**src/rtl/uart_tx_ctrl_if.sv**
```systemverilog
// uart_tx_ctrl_if -- byte write handshake between a core and uart_tx_ctrl.
//   wr_opt_byte : [8] = valid, [7:0] = byte (driven by the core)
//   wr_ready    : transmitter can take a byte this cycle (driven by uart_tx_ctrl)
interface uart_tx_ctrl_if;
  logic [8:0] wr_opt_byte;
  logic       wr_ready;

  modport master (output wr_opt_byte, input  wr_ready);
  modport slave  (input  wr_opt_byte, output wr_ready);
endinterface

```
**src/rtl/uart_tx_ctrl.sv**
```systemverilog
// uart_tx_ctrl -- 8N1 UART transmitter with a small transmit queue.
//   CLK      : clock, all state updates on the rising edge
//   RST      : synchronous active-high reset
//   wr       : uart_tx_ctrl_if.slave (wr_opt_byte in, wr_ready out)
//   tx_line  : serial line, idle high, registered
//   busy     : a byte is queued or a frame is in flight
//   tx_done  : one-cycle pulse in the last cycle of each stop bit
// Build option: define UART_TX_FIFO_EN for a FIFO_DEPTH-entry queue;
// otherwise the queue is a single holding register and FIFO_DEPTH is ignored.
module uart_tx_ctrl #(
  parameter int unsigned CLKS_PER_BIT = 16,
  parameter int unsigned FIFO_DEPTH   = 4
) (
  input  logic           CLK,
  input  logic           RST,
  uart_tx_ctrl_if.slave  wr,
  output logic           tx_line,
  output logic           busy,
  output logic           tx_done
);

  localparam int unsigned CNT_W = $clog2(CLKS_PER_BIT);
  localparam logic [CNT_W-1:0] CNT_LOAD = CNT_W'(CLKS_PER_BIT - 1);

  localparam logic [1:0] ST_IDLE  = 2'd0;
  localparam logic [1:0] ST_START = 2'd1;
  localparam logic [1:0] ST_DATA  = 2'd2;
  localparam logic [1:0] ST_STOP  = 2'd3;

  // Elaboration-time guard on parameter ranges.
  if (CLKS_PER_BIT < 2 || CLKS_PER_BIT > 65535 || FIFO_DEPTH < 2 ||
      FIFO_DEPTH > 16 || (FIFO_DEPTH & (FIFO_DEPTH - 1)) != 0) begin : g_bad_params
    $error("uart_tx_ctrl: illegal CLKS_PER_BIT or FIFO_DEPTH");
  end

  logic       q_push;
  logic       q_pop;
  logic       q_full;
  logic       q_empty;
  logic [7:0] q_head;

  // Ready depends only on registered occupancy, never on the request.
  assign wr.wr_ready = ~q_full;
  assign q_push      = wr.wr_opt_byte[8] & ~q_full;

`ifdef UART_TX_FIFO_EN
  localparam int unsigned PTR_W = $clog2(FIFO_DEPTH);
  localparam int unsigned OCC_W = PTR_W + 1;

  logic [7:0]       mem [FIFO_DEPTH];
  logic [PTR_W-1:0] wr_ptr;
  logic [PTR_W-1:0] rd_ptr;
  logic [OCC_W-1:0] occ;

  assign q_full  = (occ == OCC_W'(FIFO_DEPTH));
  assign q_empty = (occ == '0);
  assign q_head  = mem[rd_ptr];

  // Queue storage; contents need no reset, the pointers define validity.
  always_ff @(posedge CLK) begin
    if (!RST && q_push) mem[wr_ptr] <= wr.wr_opt_byte[7:0];
  end

  // Pointers wrap naturally since the depth is a power of two.
  always_ff @(posedge CLK) begin
    if (RST) begin
      wr_ptr <= '0;
      rd_ptr <= '0;
      occ    <= '0;
    end else begin
      if (q_push) wr_ptr <= wr_ptr + PTR_W'(1);
      if (q_pop)  rd_ptr <= rd_ptr + PTR_W'(1);
      case ({q_push, q_pop})
        2'b10:   occ <= occ + OCC_W'(1);
        2'b01:   occ <= occ - OCC_W'(1);
        default: occ <= occ;
      endcase
    end
  end
`else
  logic       hold_vld;
  logic [7:0] hold_data;

  assign q_full  = hold_vld;
  assign q_empty = ~hold_vld;
  assign q_head  = hold_data;

  // Single holding register; push needs it empty and pop needs it full,
  // so both never happen on the same edge.
  always_ff @(posedge CLK) begin
    if (RST) begin
      hold_vld  <= 1'b0;
      hold_data <= '0;
    end else if (q_push) begin
      hold_vld  <= 1'b1;
      hold_data <= wr.wr_opt_byte[7:0];
    end else if (q_pop) begin
      hold_vld  <= 1'b0;
    end
  end
`endif

  logic [1:0]       state,    state_nxt;
  logic [CNT_W-1:0] baud_cnt, cnt_nxt;
  logic [2:0]       bit_idx,  bit_nxt;
  logic [7:0]       shift_q,  shift_nxt;
  logic             tx_nxt;
  logic             done_nxt;

  // State register; tx_line and tx_done are registered alongside the state.
  always_ff @(posedge CLK) begin
    if (RST) begin
      state    <= ST_IDLE;
      baud_cnt <= '0;
      bit_idx  <= '0;
      shift_q  <= '0;
      tx_line  <= 1'b1;
      tx_done  <= 1'b0;
    end else begin
      state    <= state_nxt;
      baud_cnt <= cnt_nxt;
      bit_idx  <= bit_nxt;
      shift_q  <= shift_nxt;
      tx_line  <= tx_nxt;
      tx_done  <= done_nxt;
    end
  end

  // Next-state logic; the baud counter reloads on every state/bit change.
  always_comb begin
    state_nxt = state;
    cnt_nxt   = baud_cnt;
    bit_nxt   = bit_idx;
    shift_nxt = shift_q;
    q_pop     = 1'b0;
    tx_nxt    = 1'b1;
    done_nxt  = 1'b0;

    case (state)
      ST_IDLE: begin
        if (!q_empty) begin
          q_pop     = 1'b1;
          shift_nxt = q_head;
          cnt_nxt   = CNT_LOAD;
          state_nxt = ST_START;
        end
      end
      ST_START: begin
        if (baud_cnt == '0) begin
          cnt_nxt   = CNT_LOAD;
          bit_nxt   = '0;
          state_nxt = ST_DATA;
        end else begin
          cnt_nxt = baud_cnt - CNT_W'(1);
        end
      end
      ST_DATA: begin
        if (baud_cnt == '0) begin
          cnt_nxt = CNT_LOAD;
          if (bit_idx == 3'd7) begin
            state_nxt = ST_STOP;
          end else begin
            bit_nxt   = bit_idx + 3'd1;
            shift_nxt = {1'b0, shift_q[7:1]};
          end
        end else begin
          cnt_nxt = baud_cnt - CNT_W'(1);
        end
      end
      ST_STOP: begin
        if (baud_cnt == '0) begin
          // Chain straight into the next frame when one is waiting.
          if (!q_empty) begin
            q_pop     = 1'b1;
            shift_nxt = q_head;
            cnt_nxt   = CNT_LOAD;
            state_nxt = ST_START;
          end else begin
            state_nxt = ST_IDLE;
          end
        end else begin
          cnt_nxt = baud_cnt - CNT_W'(1);
        end
      end
      default: state_nxt = ST_IDLE;
    endcase

    case (state_nxt)
      ST_START: tx_nxt = 1'b0;
      ST_DATA:  tx_nxt = shift_nxt[0];
      default:  tx_nxt = 1'b1;
    endcase
    done_nxt = (state_nxt == ST_STOP) && (cnt_nxt == '0);
  end

  assign busy = (state != ST_IDLE) | ~q_empty;

endmodule

```
**src/flat_wrapper.sv**
```systemverilog
// flat-port wrapper written by rule: the top's interface ports become plain ports
module uart_tx_ctrl_flat 
#(
  parameter int unsigned CLKS_PER_BIT = 16,
  parameter int unsigned FIFO_DEPTH   = 4
)
  (CLK, RST, tx_line, busy, tx_done, wr_wr_opt_byte, wr_wr_ready);
  uart_tx_ctrl_if wr_i ();
  input  logic CLK;
  input  logic RST;
  output logic tx_line;
  output logic busy;
  output logic tx_done;
  input wire logic [$bits(wr_i.wr_opt_byte)-1:0] wr_wr_opt_byte;
  output wire logic [$bits(wr_i.wr_ready)-1:0] wr_wr_ready;
  assign wr_i.wr_opt_byte = wr_wr_opt_byte;
  assign wr_wr_ready = wr_i.wr_ready;
  uart_tx_ctrl #(.CLKS_PER_BIT(CLKS_PER_BIT), .FIFO_DEPTH(FIFO_DEPTH)) u_core (.CLK(CLK), .RST(RST), .wr(wr_i), .tx_line(tx_line), .busy(busy), .tx_done(tx_done));
endmodule
```
**config.mk**
```make
export PLATFORM = sky130hd
export DESIGN_NAME = uart_tx_ctrl_flat
export DESIGN_NICKNAME = d
export VERILOG_FILES = /design/src/rtl/uart_tx_ctrl_if.sv /design/src/rtl/uart_tx_ctrl.sv /design/src/flat_wrapper.sv
export SDC_FILE = /design/constraint.sdc
export NUM_CORES = 1
export LEC_CHECK = 0
export BUFFER_PORTS_ARGS = -buffer_cell sky130_fd_sc_hd__buf_2
export CAP_MARGIN = 0
export CORE_MARGIN = 1
export CORE_UTILIZATION = 40
export CTS_CLUSTER_SIZE = 12
export DETAILED_ROUTE_END_ITERATION = 10
export PLACE_DENSITY = 0.69
export SLEW_MARGIN = 20
export SYNTH_ARGS = -nofsm -noshare
export SYNTH_HDL_FRONTEND = slang
export SYNTH_SLANG_ARGS = --single-unit
export TNS_END_PERCENT = 20
```
**constraint.sdc**
```tcl
create_clock -name CLK -period 2.5 [get_ports CLK]
set_input_delay 0.125 -clock CLK [delete_from_list [all_inputs] [get_ports CLK]]
set_output_delay 0.125 -clock CLK [all_outputs]
set_load 0.01 [all_outputs]
```
=== After elaboration in Yosys (flattened, before gate mapping) ===
Index checks and enable logic that the tools add are counted.

* Register bits after elaboration: 28
* Input port bits: 11
* Output and inout port bits: 4
* Logic and storage cells: 62

* Add/sub/neg operators: 2
* Eq/ne operators: 11
* Muxes and demuxes: 26
* Bitwise operators: 3
* Reductions and logical operators: 11

{| class="wikitable"
|+ Operators by type and width
! kind !! count
|-
| $mux W8 || 4
|-
| $pmux W8 S3 || 1
|-
| $mux W4 || 3
|-
| $pmux W4 S3 || 1
|-
| $mux W2 || 5
|-
| $mux W3 || 3
|-
| $eq A2 B2 Y1 const B || 4
|-
| $logic_not A4 Y1 || 2
|-
| $pmux W2 S4 || 1
|-
| $reduce_and A4 Y1 || 2
|-
| $ne A2 B1 Y1 const B || 3
|-
| $pmux W3 S2 || 1
|-
| $reduce_bool A2 Y1 || 3
|-
| $mux W1 || 5
|-
| $eq A2 B1 Y1 const B || 2
|-
| $pmux W1 S2 || 2
|-
| $sub A4 B1 Y4 const B || 1
|-
| $add A3 B1 Y3 const B || 1
|-
| $eq A3 B3 Y1 const B || 1
|-
| $reduce_bool A3 Y1 || 1
|-
| $logic_not A2 Y1 || 1
|-
| $ne A2 B2 Y1 const B || 1
|-
| $reduce_or A2 Y1 || 1
|-
| $and A1 B1 Y1 || 1
|-
| 3 further kinds || 3
|}

=== Logic depth before layout (Yosys ltp) ===
* Word-level depth: 6
* Gate-level depth with buffers: 9
* Depth with buffers taken out: 7

=== Worst setup path before layout ===
No wires, ideal clock.

* Path type: reg-to-reg
* Start: register u_core.bit_idx[0]
* End: register u_core.tx_line
* Library setup time: 0.145 ns
* Arrival time: 2.179 ns
* Data required time: 2.355 ns
* Path slack: 0.176 ns
* Stages on the path, launching flop included: 8
* Path buffers: 0
* Clock period less this slack: 2.324 ns
* Cell sequence: dfxtp_1 > ha_1 > ha_1 > or4b_1 > a221o_2 > o21bai_4 > a221oi_2 > a31oi_1

* Longest elaborated chain between the ends: 6
* Elaborated cells on any way between the ends: 10
* Classes of those cells: 3 x eq/ne; 7 x mux

{| class="wikitable"
|+ RTL lines
! what !! line !! source
|-
| from (decl) || uart_tx_ctrl.sv:105 || <nowiki>logic [2:0] bit_idx, bit_nxt;</nowiki>
|-
| from (signal assigned) || uart_tx_ctrl.sv:122 || <nowiki>bit_idx <= bit_nxt;</nowiki>
|-
| $eq A3 B3 Y1 * || uart_tx_ctrl.sv:160 || <nowiki>if (bit_idx == 3'd7) begin</nowiki>
|-
| $mux W2 || uart_tx_ctrl.sv:160 ||
|-
| $mux W2 || uart_tx_ctrl.sv:158 || <nowiki>if (baud_cnt == '0) begin</nowiki>
|-
| $pmux W2 S4 || uart_tx_ctrl.sv:139 || <nowiki>case (state)</nowiki>
|-
| $eq A2 B2 Y1 or $eq A2 B1 Y1 (tied branches) || uart_tx_ctrl.sv:188 || <nowiki>case (state_nxt)</nowiki>
|-
| $pmux W1 S2 * || uart_tx_ctrl.sv:188 ||
|-
| to (signal assigned) || uart_tx_ctrl.sv:124 || <nowiki>tx_line <= tx_nxt;</nowiki>
|-
| to (decl) || uart_tx_ctrl.sv:17 || <nowiki>output logic tx_line,</nowiki>
|}

Mark *: on every way between the ends. The rest lies on a longest branch, timed or not. The select of a mux whose other input is x is not followed.
A chain may end at the register's enable or synchronous reset.

=== Worst setup path after layout ===
Same ends and word-level chain as after synthesis.

==> key figures <==
Detailed routing
  – Drt pass-1 iters: 5
  – DRT antenna net count: 0
  – DRT iter0 DRCs: 98
  – Via Count: 1282
  – Remaining DRCs: 0
  – Vias per cell: between 5 and 6
  – Drt total wl: between 3 and 4 mm
  – Wire length per cell: 14.2 um

Placement
  – Routability-driven placement congestion ratio: a little over 0.8
  – DP Cell Count: between 200 and 250
  – DP HPWL: 2.26 mm
  – Number of port buffers: 14
  – Dpl ws: 0.0561 ns

STA
  – Final setup viols: 0
  – Slew Limit Fails: 0
  – Max transition margin: between 40% and 50%
  – Tcrit/Tclk final: between 90 and 100%
  – Min Tclk post-route: 2.41 ns
  – Setup Skew: 0.00337 ns
  – FMAX: 0.414 GHz
  – Least-Margin Pin Slew: roughly 0.85 ns
  – Setup TNS: 0 ns
  – RSZ-0062 raised after global routing: false
  – Hold Violations, Final: 0
  – Post-route setup slack: 0.0856 ns
  – WHS: 0.0667 ns

Worst setup path
  – Crit-path max FO: 3
  – Critical Path Source Type: flip-flop
  – Crit path DAT: 2.58 ns
  – Critical Path RT: around 2.7 ns
  – Crit path kind: reg2reg
  – CP Capture Type: flip-flop
  – R2R cell count: 7

Synth
  – Top-area cell type share of the netlist area: 37.6%
  – FFs w/ async S/R, synth: 0%
  – Netlist cell types: 41
  – FF+latch count, synth: 28
  – Syn_nets: roughly 190
  – Post-synthesis instance area: 1490 um^2
  – Post-synth EDFFs: 0
  – Largest area contributor in the netlist: dfxtp_1
  – Syn avg cell area: 8.52 um^2
  – Synth warn: 0
  – Mapped Cells: 175
  – Register area share after synthesis: 37.6%
  – Top FF cell, synth: dfxtp_1
  – Synth area leaders: dfxtp_1 (38%), a21oi_1 (7.4%), nor2_1 (7.3%)

Global routing
  – Largest net degree at the start of global routing: 28
  – Total grt overflow: 0
  – Initial antenna violation count: 0
  – Vias in the first global route: 1204
  – Total track usage: 17.5%
  – First-pass GRT wire length: between 5 and 6 mm

Cells and area
  – Diode count: 0
  – Fillcell total: ~340
  – Finished Layout Cells: ~230
  – Nets: 205
  – P&R area growth vs syn: 12.0%
  – Share of cells above drive strength 1: 17.3%

Die
  – Die area: 3970 um^2
  – Starting density of the core: 43.3%
  – Core ar.: 3440 um^2
  – IO Pins: 15
  – Die W: 63.0 um
  – Row cnt: 21
  – Die Height: 63.0 um

Clocking
  – CTS tree: built
  – Longest Clk Path Bufs: 2
  – H-tree Lvls: 1
  – CTS Buf Count: 3
  – Root buffer cell: clkbuf_8
  – Clk sink count: 28
  – Worst-path clk slew: 0.10 ns
  – Skew-Pair Late Insertion Delay: approximately 0.29 ns
  – Hold-fix buffers, CTS: 0

Worst hold path
  – Hold Crit Depth: 3
  – Hold/Removal Path Class: in2reg

Pwr
  – Total power: about 2 mW
  – Pleak: ~0.66 nW
  – Power per standard cell area: approximately 1200 nW/um^2
  – Max VDD drop: 532 uV

Run status
  – Outcome: finished, final reports clean

Run
  – Total of max-cap violations: 0
[worst paths after layout]
| path | to | startpoint | slack [ns] |
|---|---|---|---|
| hold reg to reg | u_core.bit_idx[2] | u_core.bit_idx[2] | 0.48 |
| hold / removal | u_core.hold_data[6] | wr_wr_opt_byte[6] | 0.07 |
| setup reg to reg | u_core.tx_line | u_core.bit_idx[0] | 0.09 |
| setup / recovery | u_core.tx_line | u_core.bit_idx[0] | 0.09 |
[Yosys cell counts (3+ instances only)]
| cell type | number |
|---|---|
| nor2b_1 | 5 |
| nand2_1 | 5 |
| clkbuf_1 | 10 |
| nor2_1 | 29 |
| a21oi_1 | 22 |
| nand3_1 | 7 |
| mux2i_1 | 9 |
| inv_1 | 8 |
| ha_1 | 8 |
| nand4_1 | 3 |
| o32ai_1 | 3 |
| o211ai_1 | 6 |
| dfxtp_1 | 28 |
[worst max-delay path, cell delays in order (launching register included)]
cell	delay, ns
dfxtp_1	0.34
ha_1	0.21
ha_1	0.21
or4b_1	0.53
a221o_2	0.37
o21bai_4	0.19
a221oi_2	0.33
a31oi_1	0.12
[cells by family after synthesis]
group                    count (synthesis)  share of synthesized area [%]
adder cells (fa/ha/maj)                  8                           6.72
flip-flops                              28                           37.6
multiplexers                             9                           6.05
buffers and inverters                   22                           6.80
AO/OA/AOI/OAI                           45                           20.9
AND/OR/NAND/NOR                         63                           21.9
[registers in the layout, summed over array words and instances, names as in the netlist]
name              flops
u_core.shift_q        8
u_core.hold_vld       1
u_core.tx_line        1
u_core.hold_data      8
u_core.baud_cnt       4
u_core.tx_done        1
u_core.state          2
u_core.bit_idx        3
[layer usage]
metal | share of wire (%) | wire length, um | GRT usage, % | vias up
met5 | 0 | 0 | 0 | -
met4 | 1.4 | 46 | 6.98 | 0
met3 | 3.6 | 117 | 4.74 | 5
met2 | 47 | 1540 | 28.1 | 25
met1 | 48 | 1590 | 21.9 | 607
li1 | - | - | - | 645
[area by class of cell]
| class | count | area (um^2) | share of cell area [%] |
|---|---|---|---|
| Timing Repair Buffer | 20 | 115 | 6.90 |
| Clock buffer | 3 | 41.3 | 2.47 |
| Multi-Input combinational cell | 125 | 835 | 50.0 |
| Clock inverter | 1 | 30.0 | 1.80 |
| Inverter | 8 | 30.0 | 1.80 |
| Sequential cell | 28 | 561 | 33.6 |
| Tap cell | 46 | 57.6 | 3.45 |
[through the flow]
| step | area, um^2 | util, % |
|---|---|---|
| floorplan | 1490 | - |
| global placement | 1580 | 45.8 |
| detailed placement | 1580 | 45.8 |
| CTS | 1650 | 47.9 |
| global route | 1670 | 48.5 |
| finish | 1670 | 48.5 |
[layout by cell type (no fill, tap or decap), drive strengths merged]
cell type	n
nor4bb	1
a221o	1
nor4b	1
and4bb	1
dfxtp	28
nand3	7
o32a	1
ha	8
a221oi	2
a22o	1
a31oi	1
mux2i	9
or3b	1
nand2b	1
clkbuf	3
bufinv	1
a32oi	1
o21ai	2
and2	1
nand4	3
o211ai	6
a211oi	1
or4b	2
o31ai	1
nor2	29
o32ai	3
inv	8
o21bai	2
buf	20
nor3b	2
nor2b	5
a21oi	22
nand2	5
a2111oi	1
or4	1
or3	1
nor3	2
[power breakdown]
| part | switching, mW | leakage, nW | total, mW | internal (mW) |
|---|---|---|---|---|
| combinational | 0.581 | 0.398 | 1.01 | 0.429 |
| clock | 0.150 | 0.0357 | 0.365 | 0.215 |
| sequential | 0.0739 | 0.229 | 0.592 | 0.518 |
[repair_timing]
action                     in CTS  in global routing
buffers inserted                0                  2
setup endpoints to repair       0                  1
gates resized for setup         0                  1
(Power assumes the default switching activity.)
